===== src/rtl/spin_cycle_sequencer.sv =====
// spin_cycle_sequencer
//
// Sequences one run of an analog spin macro. A run has cfg_icon_last_i
// iterations. Each iteration fetches a spin vector (or reuses the previous
// one when flips are disabled), drives the macro's write and compute
// enables for programmed cycle counts, waits out a synchronizer delay, and
// then presents one result through a valid/ready handshake.
//
// Ports
//   clk_i, rst_i            clock; synchronous active-high reset
//   en_i                    enable; low aborts a run and returns to idle
//   start_i                 starts a run (only in idle)
//   cfg_*_i                 run configuration, captured when a run starts
//   spin_valid_i/spin_i     next spin vector; spin_ready_o is high while fetching
//   spin_o                  latched spin vector driven to the macro
//   spin_write_en_o         macro write-phase enable
//   compute_en_o            macro compute-phase enable
//   result_valid_o/_ready_i per-iteration result handshake
//   icon_addr_o             current iteration index
//   busy_o, done_o          run in progress; one-cycle end-of-run pulse
module spin_cycle_sequencer #(
    parameter int unsigned NUM_SPIN         = 256,
    parameter int unsigned COUNTER_BITWIDTH = 16
) (
    input  logic                        clk_i,
    input  logic                        rst_i,
    input  logic                        en_i,
    input  logic                        start_i,
    input  logic [COUNTER_BITWIDTH-1:0] cfg_cyc_write_i,
    input  logic [COUNTER_BITWIDTH-1:0] cfg_cyc_compute_i,
    input  logic [COUNTER_BITWIDTH-1:0] cfg_sync_num_i,
    input  logic [COUNTER_BITWIDTH-1:0] cfg_icon_last_i,
    input  logic                        cfg_flip_disable_i,
    input  logic                        cfg_analog_en_i,
    input  logic                        spin_valid_i,
    input  logic [NUM_SPIN-1:0]         spin_i,
    output logic                        spin_ready_o,
    output logic [NUM_SPIN-1:0]         spin_o,
    output logic                        spin_write_en_o,
    output logic                        compute_en_o,
    output logic                        result_valid_o,
    input  logic                        result_ready_i,
    output logic [COUNTER_BITWIDTH-1:0] icon_addr_o,
    output logic                        busy_o,
    output logic                        done_o
);

    localparam int unsigned CW = COUNTER_BITWIDTH;

    typedef enum logic [2:0] {
        StIdle,
        StFetch,
        StWrite,
        StCompute,
        StSync,
        StOutput,
        StDone
    } state_e;

    state_e              state_q, state_d;
    logic [CW-1:0]       cnt_q, cnt_d;
    logic [CW-1:0]       icon_q, icon_d;
    logic [NUM_SPIN-1:0] spin_q, spin_d;

    // Shadow copies of the configuration, frozen for the duration of a run.
    logic [CW-1:0] cyc_write_q, cyc_write_d;
    logic [CW-1:0] cyc_compute_q, cyc_compute_d;
    logic [CW-1:0] sync_num_q, sync_num_d;
    logic [CW-1:0] icon_last_q, icon_last_d;
    logic          flip_disable_q, flip_disable_d;
    logic          analog_en_q, analog_en_d;

    // Terminal counts. A programmed 0 behaves as 1 for write, compute and the
    // iteration count, so the terminal value is simply 0 in that case.
    logic [CW-1:0] write_last, compute_last, sync_last, icon_final;

    always_comb begin
        write_last   = (cyc_write_q == '0)   ? '0 : cyc_write_q - CW'(1);
        compute_last = (cyc_compute_q == '0) ? '0 : cyc_compute_q - CW'(1);
        sync_last    = (sync_num_q == '0)    ? '0 : sync_num_q - CW'(1);
        icon_final   = (icon_last_q == '0)   ? '0 : icon_last_q - CW'(1);
    end

    always_ff @(posedge clk_i) begin
        if (rst_i) begin
            state_q        <= StIdle;
            cnt_q          <= '0;
            icon_q         <= '0;
            spin_q         <= '0;
            cyc_write_q    <= '0;
            cyc_compute_q  <= '0;
            sync_num_q     <= '0;
            icon_last_q    <= '0;
            flip_disable_q <= 1'b0;
            analog_en_q    <= 1'b0;
        end else begin
            state_q        <= state_d;
            cnt_q          <= cnt_d;
            icon_q         <= icon_d;
            spin_q         <= spin_d;
            cyc_write_q    <= cyc_write_d;
            cyc_compute_q  <= cyc_compute_d;
            sync_num_q     <= sync_num_d;
            icon_last_q    <= icon_last_d;
            flip_disable_q <= flip_disable_d;
            analog_en_q    <= analog_en_d;
        end
    end

    always_comb begin
        state_d        = state_q;
        cnt_d          = cnt_q;
        icon_d         = icon_q;
        spin_d         = spin_q;
        cyc_write_d    = cyc_write_q;
        cyc_compute_d  = cyc_compute_q;
        sync_num_d     = sync_num_q;
        icon_last_d    = icon_last_q;
        flip_disable_d = flip_disable_q;
        analog_en_d    = analog_en_q;

        if (!en_i) begin
            // Abort wins over any handshake completing in the same cycle.
            state_d = StIdle;
            cnt_d   = '0;
        end else begin
            unique case (state_q)
                StIdle: begin
                    if (start_i) begin
                        cyc_write_d    = cfg_cyc_write_i;
                        cyc_compute_d  = cfg_cyc_compute_i;
                        sync_num_d     = cfg_sync_num_i;
                        icon_last_d    = cfg_icon_last_i;
                        flip_disable_d = cfg_flip_disable_i;
                        analog_en_d    = cfg_analog_en_i;
                        icon_d         = '0;
                        cnt_d          = '0;
                        state_d        = StFetch;
                    end
                end
                StFetch: begin
                    if (spin_valid_i) begin
                        spin_d  = spin_i;
                        cnt_d   = '0;
                        state_d = analog_en_q ? StWrite : StOutput;
                    end
                end
                StWrite: begin
                    if (cnt_q == write_last) begin
                        cnt_d   = '0;
                        state_d = StCompute;
                    end else begin
                        cnt_d = cnt_q + CW'(1);
                    end
                end
                StCompute: begin
                    if (cnt_q == compute_last) begin
                        cnt_d   = '0;
                        state_d = (sync_num_q == '0) ? StOutput : StSync;
                    end else begin
                        cnt_d = cnt_q + CW'(1);
                    end
                end
                StSync: begin
                    if (cnt_q == sync_last) begin
                        cnt_d   = '0;
                        state_d = StOutput;
                    end else begin
                        cnt_d = cnt_q + CW'(1);
                    end
                end
                StOutput: begin
                    if (result_ready_i) begin
                        cnt_d = '0;
                        if (icon_q == icon_final) begin
                            state_d = StDone;
                        end else begin
                            icon_d = icon_q + CW'(1);
                            // With flips disabled the latched vector is reused;
                            // in bypass mode there is no write phase to return to.
                            if (!flip_disable_q) begin
                                state_d = StFetch;
                            end else if (analog_en_q) begin
                                state_d = StWrite;
                            end else begin
                                state_d = StOutput;
                            end
                        end
                    end
                end
                StDone: begin
                    state_d = StIdle;
                end
                default: begin
                    state_d = StIdle;
                end
            endcase
        end
    end

    assign spin_ready_o    = (state_q == StFetch);
    assign spin_write_en_o = (state_q == StWrite);
    assign compute_en_o    = (state_q == StCompute);
    assign result_valid_o  = (state_q == StOutput);
    assign done_o          = (state_q == StDone);
    assign busy_o          = (state_q != StIdle);
    assign spin_o          = spin_q;
    assign icon_addr_o     = icon_q;

endmodule


===== config.mk =====
export PLATFORM = sky130hd
export DESIGN_NAME = spin_cycle_sequencer
export DESIGN_NICKNAME = d
export VERILOG_FILES = /design/src/rtl/spin_cycle_sequencer.sv
export SDC_FILE = /design/constraint.sdc
export NUM_CORES = 1
export LEC_CHECK = 0
export ABC_AREA = 1
export CORE_AREA = 2 2 236 238
export CTS_BUF_LIST = sky130_fd_sc_hd__clkbuf_2 sky130_fd_sc_hd__clkbuf_4 sky130_fd_sc_hd__clkbuf_8
export DETAILED_ROUTE_END_ITERATION = 6
export DIE_AREA = 0 0 238 240
export RECOVER_POWER = 100
export SLEW_MARGIN = 20
export SYNTH_ARGS = -nofsm -noshare
export SYNTH_HDL_FRONTEND = slang
export SYNTH_SLANG_ARGS = --single-unit
export TNS_END_PERCENT = 30

===== constraint.sdc =====
create_clock -name clk_i -period 3 [get_ports clk_i]
set_input_delay 0.6 -clock clk_i [delete_from_list [all_inputs] [get_ports clk_i]]
set_output_delay 0.6 -clock clk_i [all_outputs]
set_load 0.01 [all_outputs]

## Word level (Yosys, flattened, before mapping)

Cells that the tools add are included.

- Output and inout bits: 278
- Logic and storage cells: 73
- Memory bits (read-only): 0
- Memory bits (writable): 0
- Bits in registers: 357
- Latch bits: 0
- Memories: 0

- Bitwise operators: 1
- Multiply operators: 0
- Shifts and indexed selects: 0
- $lt $le $gt $ge: 0
- Add/sub/neg operators: 6
- Equal/unequal tests: 17
- Divide/modulo/power cells: 0
- Muxes and demuxes: 25
- Reduce and logical (&&, ||, !) cells: 14

Operators by type and width:

| cell | number |
|---|---|
| $mux W16 | 12 |
| $pmux W16 S6 | 1 |
| $eq A16 B16 Y1 | 4 |
| $logic_not A16 Y1 | 4 |
| $sub A16 B1 Y16 const B | 4 |
| $add A16 B1 Y16 const B | 2 |
| $pmux W16 S2 | 1 |
| $mux W3 | 9 |
| $pmux W3 S6 | 1 |
| $eq A3 B3 Y1 const B | 3 |
| $ne A2 B2 Y1 const B | 4 |
| $eq A3 B2 Y1 const B | 2 |
| $ne A2 B1 Y1 const B | 3 |
| $reduce_and A3 Y1 | 2 |
| $reduce_and A6 Y1 | 1 |
| $reduce_bool A6 Y1 | 1 |
| $reduce_and A5 Y1 | 1 |
| $reduce_and A4 Y1 | 1 |
| $eq A3 B1 Y1 const B | 1 |
| $logic_not A3 Y1 | 1 |
| $reduce_bool A3 Y1 | 1 |
| $reduce_bool A2 Y1 | 1 |
| $reduce_or A2 Y1 | 1 |
| $mux W1 | 1 |
| $not A1 Y1 | 1 |

## Longest topological paths before layout

- Depth in word-level cells: 6
- Gate-level depth with buffers: 21
- Depth with buffers taken out: 20

## Worst setup path after synthesis

OpenSTA, ideal clock, no wires.

- Kind: reg-to-reg
- Start point: register sync_num_q[0]
- End point: register cnt_q[8]
- Period minus slack after synthesis: 2.202 ns
- Data required time: 2.872 ns
- Path slack: 0.798 ns
- Arrival: 2.074 ns
- Stages on the path, launching flop included: 18
- Path through: dfxtp_1 > inv_1 > ha_1 > nand2_1 > nor2_4 > nand3_4 > buf_6 > nand3_2 > nand2_2 > a21oi_2 > nand2_1 > nor2_2 > a21boi_2 > nor2_4 > buf_8 > nor2_1 > nor2_1 > nor2_1

- Cells in the longest elaborated chain, start to end: 5
- Elaborated cells between the ends (all ways): 6
- Classes of those cells: add/sub: 1; eq/ne: 1; mux: 3; reduce/logical: 1

Ends and longest elaborated chain:

| element | RTL line | source |
|---|---|---|
| start, declared | 68 | `logic [CW-1:0] sync_num_q, sync_num_d;` |
| start signal, assigned | 103 | `sync_num_q <= sync_num_d;` |
| $sub A16 B1 Y16 / $logic_not A16 Y1 (equally long branches) | 80 | `sync_last = (sync_num_q == '0) ? '0 : sync_num_q - CW'(1);` |
| $mux W16 (*) | 80 |  |
| $eq A16 B16 Y1 (*) | 165 | `if (cnt_q == sync_last) begin` |
| $mux W16 (*) | 165 |  |
| $pmux W16 S6 (*) | 127 | `unique case (state_q)` |
| end signal, assigned | 98 | `cnt_q <= cnt_d;` |
| end, declared | 61 | `logic [CW-1:0] cnt_q, cnt_d;` |

Every way passes the cells marked *; elsewhere a longest branch is shown, timed or not.
A chain may end at the register's enable or synchronous reset.

## Final worst setup path

- Start point: register state_q[0]
- End point: output port compute_en_o

- Cells in the longest elaborated chain, start to end: 1

Ends and longest elaborated chain:

| element | RTL line | source |
|---|---|---|
| start, declared | 60 | `state_e state_q, state_d;` |
| start signal, assigned | 86 | `state_q <= StIdle;` |
| start signal, assigned | 97 | `state_q <= state_d;` |
| $eq A3 B2 Y1 | 203 | `assign compute_en_o = (state_q == StCompute);` |
| end, declared | 40 | `output logic compute_en_o,` |

Every way passes these cells.

==> reports/metrics.cfg <==
[run_status]
status = finished, final reports clean

[layout]
register_area_um2 = 7150
post_route_cells_drive_above_1_share = 0.0703
fill_cells = 5585
layout_commonest_cell = nor2_1
multi_input_area_um2 = 7850
area_growth_pct = 51.8
layout.nets = 3283
final_cell_mix = nor2_1, dfxtp_1, o21ai_0, nand2_1, clkdlybuf4s50_1

[hold_path]
hold_path_class = flop to flop

[worst_setup_path]
crit_family = buffers and inverters
cp_cell_sequence = inv_1, nor3_2, clkbuf_2, clkdlybuf4s50_1
slowest_stage = clkdlybuf4s50_1
worstPathArrival_ns = 2.28
crit_buf_inv = 3
crit_fanout = 6
critPathLaunchType = flop
crit_path_max_incr_delay_ns = 0.55
cp-end-kind = primary output
critical_path_class = flop to primary output
cp.required_ns = 2.40

[floorplan]
die_w_um = 238
die-height_um = 240
core_um2 = 54700
die-area_um2 = 57100
ioPinCount = 606
start_util = 0.294
num_rows = 86

[routing]
wl_per_cell_um = 19.0
drt-met1-wl_um = 29800
drc_errors = 0
dr.pass1.iters = 6
viasPerCell = 4.87
dr_wl_met2_um = 32500
wl_um = 70800
drt_iter0_drc = 1370
num_vias = 18084
dr_wl_met3_um = 6180
top_layer_used = met5
ant_nets = 0

[place]
place_congestion = 0.929
io_buffer_count = 605
place_ws_ns = 0.0402
post-dp-hpwl_um = 52900

[logic_synthesis]
yosysTopAreaCell = dfxtp_1
syn_area_per_cell_um2 = 6.79
yosysWarnings = 0
netlist_area_um2 = 16100
synthTopCellsByArea = dfxtp_1, nor2_1, o21ai_0
synth_top_area_frac = 0.445
syn_inst = 2366
ys_seq_area_frac = 0.445
ys_types = 36
synth_nets = 2700
ys_seq_elements = 357

[clocking]
cts_tree = built
cts_buffers = 71
path_clk_slew_ns = 0.06
cts-htree-levels = 3
cts_root_buf = clkbuf_8
clockBufferDepth = 3
worstSkewPairLatency_ns = 0.64
clock-sinks = 357

[global_route]
grt_pass1_wl_um = 105000
track_usage = 0.240
grt_max_degree = 130
grt_antenna_before_repair = 22
grt_pass1_vias = 17278
grt_remaining_overflow = 0

[sta]
worst_slack_ns = 0.120
timing.fmax_mhz = 347
fin_worst_skew_ns = 0.0336
slew_violations = 0
fin_setup_tns_ns = 0
finalCritPeriodShare = 0.960
timing.final.crit_period_ns = 2.88
tightest_slew_ns = 0.941
setup_viol = 0
rsz0062_at_grt = true
slew_headroom = 0.373
hold_viol = 0

[pwr]
ir_worst_vdd_mv = 0.302
finalPower_w = 0.0130
p_leak_nw = 11.2
powerDensity_nw_per_um2 = 532

[job]
cap_violations = 0

[synthesized netlist by cell type (all sizes together)]
library cell,n
nor2,701
dfxtp,357
nand2,342
o21ai,341
inv,145
nand3,141
clkbuf,105
a21oi,93
nand4,48
xor2,31
buf,20
nor3,19
ha,6
nor4,6
and2,3
clkinv,2
a211oi,1
a21boi,1
a221oi,1
o21bai,1
o22ai,1
o31ai,1
[logic make-up after synthesis]
group           after synthesis  share of synthesized area
fa+ha+maj                     6                    0.00467
buf+inv                     272                     0.0686
compound gates              440                      0.139
xor+xnor                     31                     0.0169
flops                       357                      0.445
simple gates               1260                      0.326
[metrics by stage]
step / instances / utilization / instance area [um2] / hold slack [ns]
after floorplan: 2366 / - / 16100 / 0.445
after global placement: 3580 / 0.418 / 22800 / 0.462
after detailed placement: 3580 / 0.418 / 22800 / 0.477
after CTS: 3707 / 0.446 / 24400 / 0.465
after global routing: 3708 / 0.446 / 24400 / 0.491
final: 3717 / 0.446 / 24400 / 0.484
[sequential cells by signal (all words and copies together), names as in the netlist, 3 cells and up]
signal	count
icon_last_q	16
sync_num_q	16
spin_o	256
cyc_compute_q	16
state_q	3
cnt_q	16
icon_addr_o	16
cyc_write_q	16
[layout make-up]
class	instances	share of cell area
timing repair buffer	635	0.261
clock buffer	111	0.0567
antenna	10	0.00103
inverter	147	0.0232
multi-input combinational	1737	0.322
sequential	357	0.293
clock inverter	16	0.00739
tap	704	0.0361
[routing by layer]
metal  global-route usage  vias up
met5                    0        -
met2                0.390      672
li1                     -     8832
met1                0.299     8413
met3               0.0822      147
met4               0.0748       20
[worst paths after layout]
| check | startpoint | end | slack, ns | cells past startpoint |
|---|---|---|---|---|
| worst max-delay path | state_q[0] | compute_en_o | 0.12 | 4 |
| worst min register to register | flip_disable_q | flip_disable_q | 0.48 | 2 |
| worst min-delay path | flip_disable_q | flip_disable_q | 0.48 | 2 |
| worst max register to register | state_q[0] | icon_addr_o[8] | 0.22 | 10 |
[worst register-to-register path, stage by stage, from the launching register on]
cell	delay (ns)
dfxtp_1	0.44
inv_1	0.17
nor2_4	0.29
inv_1	0.11
buf_4	0.21
a211oi_2	0.23
clkbuf_1	0.60
nand2_4	0.29
o21ai_0	0.25
nand2_1	0.07
nor2_1	0.08
[report_power, final]
group | total, W | switching (W) | internal [W] | leakage [nW]
registers | 0.00507 | 0.000139 | 0.00494 | 2.90
logic | 0.00239 | 0.00135 | 0.00104 | 7.48
clock network | 0.00550 | 0.00229 | 0.00320 | 0.833
[timing repair]
| action | in CTS | in global routing |
|---|---|---|
| hold buffers | 0 | 0 |
| endpoints found under the setup margin | 0 | 30 |
| resized for setup | 0 | 5 |
| buffers inserted | 0 | 0 |
No activity file was read; power rests on OpenSTA's default activity.
